===== config.mk =====
export PLATFORM = sky130hd
export DESIGN_NAME = rv_plic_gateway_cnt
export DESIGN_NICKNAME = d
export VERILOG_FILES = /design/src/rtl/rv_plic_gateway_cnt.sv
export SDC_FILE = /design/constraint.sdc
export NUM_CORES = 1
export LEC_CHECK = 0
export CAP_MARGIN = 20
export CORE_ASPECT_RATIO = 1.5
export CORE_MARGIN = 3
export CORE_UTILIZATION = 60
export CTS_BUF_LIST = sky130_fd_sc_hd__clkbuf_8
export CTS_CLUSTER_SIZE = 25
export DETAILED_ROUTE_END_ITERATION = 7
export PLACE_DENSITY = 0.87
export SLEW_MARGIN = 20
export SYNTH_ARGS = -nofsm -noshare
export SYNTH_HDL_FRONTEND = slang
export SYNTH_SLANG_ARGS = --single-unit

===== constraint.sdc =====
create_clock -name clk_i -period 3.8 [get_ports clk_i]
set_input_delay 0.38 -clock clk_i [delete_from_list [all_inputs] [get_ports clk_i]]
set_output_delay 0.38 -clock clk_i [all_outputs]
set_load 0.1 [all_outputs]

===== src/rtl/rv_plic_gateway_cnt.sv =====
//-----------------------------------------------------------------------------
// rv_plic_gateway_cnt
//
// Per-source interrupt gateway sitting between raw peripheral interrupt lines
// and the PLIC priority/target logic. Every source is independently in level
// or rising-edge mode (selectable at run time). In edge mode a saturating
// counter remembers unclaimed edges so that a burst is delivered as repeated
// claim/complete rounds instead of being merged into one interrupt. A sticky
// overflow flag records edges dropped because the counter was full.
//
// Parameters
//   N_SOURCE  number of interrupt sources (>= 1)
//   CNT_W     edge-counter width per source (>= 1); counter saturates at
//             2**CNT_W-1
//
// Ports
//   clk_i     clock, all state on the rising edge
//   rst_ni    asynchronous active-low reset
//   src       raw interrupt lines
//   le        per source: 1 = rising-edge mode, 0 = level mode
//   en        per source capture enable; 0 ignores new events but keeps
//             pending state and already-counted edges
//   claim     one-cycle claim pulse from the PLIC target
//   complete  one-cycle completion pulse from the PLIC target
//   ovf_clr   clears ovf (wins over a same-cycle set)
//   ip        interrupt pending towards the PLIC core
//   ovf       sticky overflow: an edge was dropped at a saturated counter
//
// Configuration
//   RV_PLIC_GW_SYNC_EN  when defined, src passes through a 2-flop
//                       synchroniser before edge/level detection and the
//                       event-to-ip latency becomes 3 cycles. When undefined
//                       src must already be synchronous to clk_i and the
//                       latency is 1 cycle.
//-----------------------------------------------------------------------------
`timescale 1ns/1ps

module rv_plic_gateway_cnt #(
   parameter int N_SOURCE = 32,
   parameter int CNT_W    = 4
) (
   input  logic                clk_i,
   input  logic                rst_ni,
   input  logic [N_SOURCE-1:0] src,
   input  logic [N_SOURCE-1:0] le,
   input  logic [N_SOURCE-1:0] en,
   input  logic [N_SOURCE-1:0] claim,
   input  logic [N_SOURCE-1:0] complete,
   input  logic [N_SOURCE-1:0] ovf_clr,
   output logic [N_SOURCE-1:0] ip,
   output logic [N_SOURCE-1:0] ovf
);

   logic [N_SOURCE-1:0] s;        // sampled source lines
   logic [N_SOURCE-1:0] src_d_q;  // previous sample, for rising-edge detect
   logic [N_SOURCE-1:0] evt;      // qualified event this cycle

`ifdef RV_PLIC_GW_SYNC_EN
   logic [N_SOURCE-1:0] sync1_q;
   logic [N_SOURCE-1:0] sync2_q;

   always_ff @(posedge clk_i or negedge rst_ni) begin
      if (!rst_ni) begin
         sync1_q <= '0;
         sync2_q <= '0;
      end else begin
         sync1_q <= src;
         sync2_q <= sync1_q;
      end
   end

   assign s = sync2_q;
`else
   assign s = src;
`endif

   // NOTE: sequential state uses non-blocking assignments so every flop
   // samples the pre-edge value of its neighbours, independent of block order.
   always_ff @(posedge clk_i or negedge rst_ni) begin
      if (!rst_ni) begin
         src_d_q <= '0;
      end else begin
         src_d_q <= s;
      end
   end

   assign evt = en & ((le & s & ~src_d_q) | (~le & s));

   for (genvar g = 0; g < N_SOURCE; g++) begin : g_src
      logic [CNT_W-1:0] cnt_q;   // edges seen but not yet claimed
      logic             ip_q;    // pending towards the PLIC
      logic             ia_q;    // in service: set with ip, held until completion
      logic             ovf_q;

      logic cnt_nz;
      logic cnt_full;
      logic take;
      logic req;
      logic inc;
      logic dec;
      logic ip_set;
      logic ovf_set;

      assign cnt_nz   = |cnt_q;
      assign cnt_full = &cnt_q;
      assign take     = claim[g] & ip_q;
      assign req      = le[g] ? (cnt_nz | evt[g]) : evt[g];

      // A claim on a full counter frees one slot, so a same-cycle edge still
      // fits and is counted rather than flagged as overflow.
      assign inc      = le[g] & evt[g] & (~cnt_full | take);
      // The non-zero guard only matters right after a level->edge switch
      // with an interrupt already pending; it keeps the counter from wrapping.
      assign dec      = le[g] & take & cnt_nz;
      assign ip_set   = ~ip_q & ~ia_q & req;
      assign ovf_set  = le[g] & evt[g] & cnt_full & ~take;

      // NOTE: the counters are plain flops, not a RAM, so they take the
      // asynchronous reset along with the rest of the per-source state.
      always_ff @(posedge clk_i or negedge rst_ni) begin
         if (!rst_ni) begin
            cnt_q <= '0;
            ip_q  <= 1'b0;
            ia_q  <= 1'b0;
            ovf_q <= 1'b0;
         end else begin
            if (!le[g]) begin
               cnt_q <= '0;
            end else if (inc && !dec) begin
               cnt_q <= cnt_q + CNT_W'(1);
            end else if (dec && !inc) begin
               cnt_q <= cnt_q - CNT_W'(1);
            end

            // take and ip_set are mutually exclusive (take needs ip_q=1).
            if (take) begin
               ip_q <= 1'b0;
            end else if (ip_set) begin
               ip_q <= 1'b1;
            end

            // Completion is honoured only once the claim has dropped ip.
            if (ip_set) begin
               ia_q <= 1'b1;
            end else if (complete[g] && ia_q && !ip_q) begin
               ia_q <= 1'b0;
            end

            if (ovf_clr[g]) begin
               ovf_q <= 1'b0;
            end else if (ovf_set) begin
               ovf_q <= 1'b1;
            end
         end
      end

      assign ip[g]  = ip_q;
      assign ovf[g] = ovf_q;
   end

endmodule

==> out/metrics.cfg, run 1 <==
[sta]
setup_slack_ns=0.996
slew_violations=0
rsz0062_at_grt=false
setup_violations=0
timing.hold.ws_ns=0.292
clock_skew_ns=0.0202
post-route-period-util_pct=73.8
finalCriticalPeriod_ns=2.80
fin_setup_tns_ns=0
final_hold_viol_count=0
fmax_mhz=357
tightest_slew_ns=1.06
timing.slew.headroom_pct=29.1

[detailed_routing]
first_iter_violations=777
postRouteAntennaNets=0
dr.pass1.iters=5
wl_per_cell_um=16.3
vias_per_cell=5.99
totalWireLength_um=44700
drc_errors=0
vias=16370

[cts]
cts.sinks=256
cts_buffer_depth=3
htree_levels=2
clock_latency_ns=0.57
cts_tree=built
post_cts_buffers=0
cts_buffers=45
cts.clk_slew.worst_paths_ns=0.06
clockRootBuffer=clkbuf_8

[place]
portBuffers=257
place_ws_ns=0.677
gp_congestion=0.947
place_inst=2652
dpl_cell_area_sq_mm=0.0218
post-dp-hpwl_um=33700

[floorplan]
die_x_um=153
pin_count=258
std_cell_rows=80
die_y_um=226
start_util_pct=61.0
core_area_sq_mm=0.0318
die_area_sq_mm=0.0346

[worst_setup_path]
rrSetupSlack_ns=1.0
crit_required_ns=4.30
cp_max_fo=5
cp_data_arrival_time_ns=3.30
r2r_cells=8
startpoint_type=flip-flop
r2r_end=g_src[8].cnt_q[3]
crit_type=flip-flop to flip-flop
reg2reg_from=g_src[8].cnt_q[1]
end_kind=flip-flop

[synthesis]
netlist_instances=2078
synth-edff-count=0
yosysUniqueCellTypes=38
avgSynthCellArea_sq_um=9.35
ys_ff_latch=256
ys_async_sr_fraction_pct=100
synth_ff_type=dfrtp_1
synth_fp_nets=2368
yosysSeqAreaShare_pct=33.0
ys_warn_count=0
syn-cell-area_sq_mm=0.0194

[cells_and_area]
area_growth_pct=17.2
fin_util_pct=71.5
stdcell_count=2735
postLayoutCellArea_sq_mm=0.0228
final_nets=2580
drive_above_1_share_pct=12.0

[power_and_ir_drop]
power_mw=11.5
power_leakage_nw=10.5
power_density_mw_per_mm2=504
peakVddDrop_uv=406

[grt]
met2_usage_pct=49.3
grtUsageMet3_pct=4.39
grt_util_met1_pct=26.5
grt_pass1_vias=17195
grtUsageTotal_pct=25.3
grt_pass1_wl_um=76000
grt_overflow_total=0
grt.busiest_layer=met2
antenna_found_initial=1
grt_max_degree=121

[status]
status=finished clean

[hold_path]
whs_endpoint=src_d_q[0]
holdPathStages=1
hold_start=src[0]
hold_path_class=primary input to flip-flop

[job]
cap_viol_max_count=0

-- registers in the layout, summed over array words and instances, names as in the netlist --
signal / count
g_src.cnt_q: 128
g_src.ia_q: 32
g_src.ip_q: 32
g_src.ovf_q: 32
src_d_q: 32
-- repair_timing --
| item | in CTS | in global routing |
|---|---|---|
| gates resized for setup | 0 | 0 |
| hold endpoints to repair | 117 | 0 |
| hold buffers | 1 | 0 |
-- layout make-up --
type	instances	area [sq um]
antenna	1	2.50
clock buffer	59	812
sequential	256	6410
tap	410	513
multi-input combinational	1566	11700
inverter	160	601
clock inverter	22	98.8
timing repair buffer	261	2640
fill	2321	9060
-- worst max-delay path: stages (launching register included) --
cell       delay [ns]
dfrtp_1          0.47
o41ai_4          0.45
nor2_2           0.12
or3_4            0.42
ha_1             0.35
a21oi_1          0.20
nand3_1          0.12
a2111oi_0        0.44
nand4b_1         0.17
-- synthesized netlist by cell type, types with 22 or more instances --
| library cell | instances | area, sq um |
|---|---|---|
| nand2_1 | 289 | 1080 |
| dfrtp_1 | 256 | 6410 |
| nand3_1 | 158 | 791 |
| inv_1 | 128 | 480 |
| mux2i_1 | 128 | 1280 |
| buf_4 | 96 | 721 |
| o21ai_0 | 95 | 475 |
| and2_1 | 64 | 400 |
| ha_1 | 64 | 801 |
| a21o_1 | 63 | 473 |
| a21oi_1 | 63 | 315 |
| nor2_1 | 63 | 236 |
| and3_1 | 33 | 206 |
| nand2b_1 | 33 | 206 |
| nand4b_1 | 33 | 289 |
| nor3_1 | 33 | 165 |
| fa_1 | 32 | 641 |
| inv_2 | 32 | 120 |
| o211ai_2 | 32 | 400 |
| o21ba_2 | 32 | 320 |
| or3_4 | 32 | 360 |
| xnor2_1 | 32 | 280 |
| xor2_2 | 32 | 521 |
| a211oi_1 | 31 | 233 |
| nand4bb_1 | 31 | 349 |
| nor2b_1 | 31 | 194 |
| o41a_1 | 31 | 349 |
| o41ai_2 | 31 | 504 |
| or3_1 | 31 | 194 |
| a221o_1 | 23 | 230 |
| nand4_1 | 22 | 138 |
-- routing by layer --
layer | vias up | wire, um
met1 | 8001 | 16700
met5 | - | 0
met4 | 0 | 1670
li1 | 7831 | -
met3 | 138 | 1870
met2 | 400 | 24400
-- power by group --
| group | switching [mW] | leakage (nW) | internal, mW |
|---|---|---|---|
| Sequential | 0.785 | 3.35 | 3.32 |
| Clock | 1.19 | 0.522 | 1.39 |
| Combinational | 2.91 | 6.58 | 1.87 |
| Total | 4.89 | 10.5 | 6.58 |
-- worst max-delay path by stage --
stage	startpoint	to	slack, ns	depth (start not counted)
2_1_floorplan	g_src[8].cnt_q[1]	g_src[8].cnt_q[3]	1.26	8
3_3_place_gp	le[10]	g_src[10].cnt_q[3]	0.76	8
3_5_place_dp	le[8]	g_src[8].cnt_q[3]	0.68	8
4_1_cts	g_src[8].cnt_q[1]	g_src[8].cnt_q[3]	1.02	8
5_1_grt	g_src[22].cnt_q[0]	g_src[22].cnt_q[3]	0.87	8
6_report	g_src[8].cnt_q[1]	g_src[8].cnt_q[3]	1.0	8
-- kinds of logic (layout without fill, tap and decap cells) --
| group | after synthesis | in the layout | synth area share, % |
|---|---|---|---|
| and+or+nand+nor | 864 | 864 | 24.4 |
| other | 0 | 1 | 0 |
| DFF | 256 | 256 | 33.0 |
| muxes | 128 | 128 | 6.59 |
| AOI/OAI and AO/OA | 414 | 414 | 17.7 |
| xor gates and xnor gates | 64 | 64 | 4.12 |
| adders and majority gates | 96 | 96 | 7.42 |
| buffers and inverters | 256 | 502 | 6.80 |
-- cells in the final DEF, fill, tap and decap left out, types with 33 or more instances in the layout --
cell type        Yosys  routed
a21o_1              63      63
nand3_1            158     158
nand2_1            289     289
dfrtp_1            256     256
and2_1              64      64
a21oi_1             63      63
nor3_1              33      33
nand4b_1            33      33
mux2i_1            128     128
inv_1              128     139
clkdlybuf4s50_1      0     256
clkbuf_8             0      59
and3_1              33      33
nand2b_1            33      33
o21ai_0             95      95
ha_1                64      64
nor2_1              63      63
Power figures use the tool's default switching activity.
==> inputs of run 2 (changes only) <==
CORE_UTILIZATION = 58   (was 60)
PLACE_DENSITY = 0.84   (was 0.87)
clock period = 2.7 ns   (was 3.8 ns; I/O delays follow)
==> out/metrics.cfg, run 2 (same netlist as run 1, synthesis figures left out) <==
[worst_setup_path]
path_buf_inv=0  ; unchanged
crit_required_ns=3.12  ; was 4.30 ns
cp_data_arrival_time_ns=3.08  ; was 3.30 ns
critPathSlowestCell=dfrtp_2  ; was dfrtp_1
cp_max_fo=5  ; unchanged
path_delay_family=compound AO/OA/AOI/OAI gates  ; unchanged
crit_type=flip-flop to flip-flop  ; unchanged
critPathMaxStageDelay_ns=0.46  ; was 0.47 ns
startpoint_type=flip-flop  ; unchanged
end_kind=flip-flop  ; unchanged
path_cells=o41ai_4 > nor2_2 > or3_4 > ha_4 > a21o_1 > a221o_1 > mux2i_1 > nand4bb_1  ; was o41ai_4 > nor2_2 > or3_4 > ha_1 > a21oi_1 > nand3_1 > a2111oi_0 > nand4b_1

[power_and_ir_drop]
power_density_mw_per_mm2=694  ; was 504 mW/mm^2
power_mw=17.0  ; was 11.5 mW
peakVddDrop_uv=661  ; was 406 uV
power_leakage_nw=11.6  ; was 10.5 nW

[grt]
antenna_found_initial=4  ; was 1
grt_overflow_total=0  ; unchanged
grt_pass1_wl_um=81200  ; was 76,000 um
grt_pass1_vias=18334  ; was 17,195
grtUsageTotal_pct=26.3  ; was 25.3%
grt_max_degree=72  ; was 121

[cells_and_area]
fin_util_pct=74.4  ; was 71.5%
area_growth_pct=25.8  ; was 17.2%
drive_above_1_share_pct=22.8  ; was 12.0%
seq_area_sq_mm=0.00642  ; was 0.00641 sq mm
stdcell_count=2947  ; was 2,735
final_nets=2790  ; was 2,580
mostFrequentLayoutCells=289 x nand2_1, 275 x buf_4, 244 x dfrtp_1  ; was 289 x nand2_1, 256 x dfrtp_1, 256 x clkdlybuf4s50_1
final_common_cell=nand2_1  ; unchanged
largest_reg_flops=128  ; unchanged
layout.filler_cells=2320  ; was 2,321
multiInputGateArea_sq_mm=0.0119  ; was 0.0117 sq mm
largest_register=g_src.cnt_q  ; unchanged

[cts]
cts_buffers=45  ; unchanged
cts.sinks=256  ; unchanged
cts.clk_slew.worst_paths_ns=0.06  ; about the same
cts_tree=built  ; unchanged
htree_levels=2  ; unchanged
cts_buffer_depth=3  ; unchanged
clock_latency_ns=0.58  ; was 0.57 ns
clockRootBuffer=clkbuf_8  ; unchanged

[status]
status=finished clean  ; unchanged

[floorplan]
core_area_sq_mm=0.0328  ; was 0.0318 sq mm
std_cell_rows=81  ; was 80
die_x_um=155  ; was 153 um
die_y_um=230  ; was 226 um
die_area_sq_mm=0.0358  ; was 0.0346 sq mm
start_util_pct=59.2  ; was 61.0%
pin_count=258  ; unchanged

[detailed_routing]
drc_errors=0  ; unchanged
vias_per_cell=5.89  ; was 5.99
dr.pass1.iters=5  ; unchanged
totalWireLength_um=48500  ; was 44,700 um
first_iter_violations=906  ; was 777
vias=17371  ; was 16,370
wl_per_cell_um=16.4  ; was 16.3 um
postRouteAntennaNets=0  ; unchanged

[sta]
post-route-period-util_pct=98.5  ; was 73.8%
setup_violations=0  ; unchanged
tightest_slew_ns=0.603  ; was 1.06 ns
fmax_mhz=376  ; was 357 MHz
finalCriticalPeriod_ns=2.66  ; was 2.80 ns
slew_violations=0  ; unchanged
final_hold_viol_count=0  ; unchanged
timing.slew.headroom_pct=59.8  ; was 29.1%
clock_skew_ns=0.0353  ; was 0.0202 ns
rsz0062_at_grt=true  ; was false

[place]
portBuffers=257  ; unchanged
place_inst=2854  ; was 2,652
gp_congestion=0.906  ; was 0.947
post-dp-hpwl_um=36700  ; was 33,700 um

[job]
cap_viol_max_count=0  ; unchanged

[hold_path]
hold_path_class=primary input to flip-flop  ; unchanged

## run 2: changes by cell type in the layout (fill, tap and decap cells not counted), sizes merged
| cell | previous run | this run |
|---|---|---|
| clkbuf | 59 | 56 |
| bufinv | 0 | 2 |
| clkdlybuf4s50 | 256 | 192 |
| inv | 171 | 170 |
| clkinvlp | 1 | 2 |
| diode | 1 | 4 |
| buf | 4 | 278 |
| clkinv | 10 | 5 |
## run 2: what timing repair did
item	in CTS	in global routing
hold buffers	1	0
setup endpoints to repair	1	17
pin swaps	3	15
setup buffers	2	11
endpoints found under the hold margin	64	0
gates resized for setup	2	39
## run 2: power breakdown
| part | internal (mW) | total [mW] | switching [mW] |
|---|---|---|---|
| combinational | 3.11 | 7.59 | 4.48 |
| clock | 2.06 | 3.75 | 1.69 |
| sequential | 4.68 | 5.63 | 0.951 |
## run 2: area by class of cell
cell class	instances	area share, %
antenna	4	0.0410
inverter	160	2.46
multi-input combinational	1566	48.8
clock inverter	19	0.594
clock buffer	56	3.15
tap	415	2.12
sequential	256	26.3
timing repair buffer	471	16.6
## run 2: routing by layer
metal  wire length (um)  track usage, %
met1              18000            28.1
met5                  0               0
met2              26800            50.9
met4               1490            9.39
met3               2190            4.48
## run 2: path summary, 6_finish.rpt
kind	from	endpoint	slack [ns]	cells after the start
max	g_src[29].cnt_q[2]	g_src[29].cnt_q[3]	0.04	8
min	src[2]	src_d_q[2]	0.18	1
max reg2reg	g_src[29].cnt_q[2]	g_src[29].cnt_q[3]	0.04	8
min reg2reg	g_src[17].ia_q	g_src[17].ia_q	0.50	2
max in group asynchronous	rst_ni	g_src[6].cnt_q[3]	1.67	3
min in group asynchronous	rst_ni	g_src[16].cnt_q[2]	0.26	2
## run 2: worst reg2reg max path, stage by stage (launching register included)
cell       delay [ns]
dfrtp_2          0.46
o41ai_4          0.44
nor2_2           0.10
or3_4            0.38
ha_4             0.23
a21o_1           0.18
a221o_1          0.36
mux2i_1          0.14
nand4bb_1        0.23
## run 2: stage by stage
step	area [sq um]	hold WS, ns	TNS (ns)	worst slack [ns]
floorplan	19400	-0.0256	0	0.158
global placement	23200	0.292	0	0.0737
detailed placement	23200	0.292	-0.0217	-0.0217
CTS	24100	0.138	0	0.0429
global route	24400	0.153	-0.149	-0.0762
finish	24400	0.181	0	0.0394
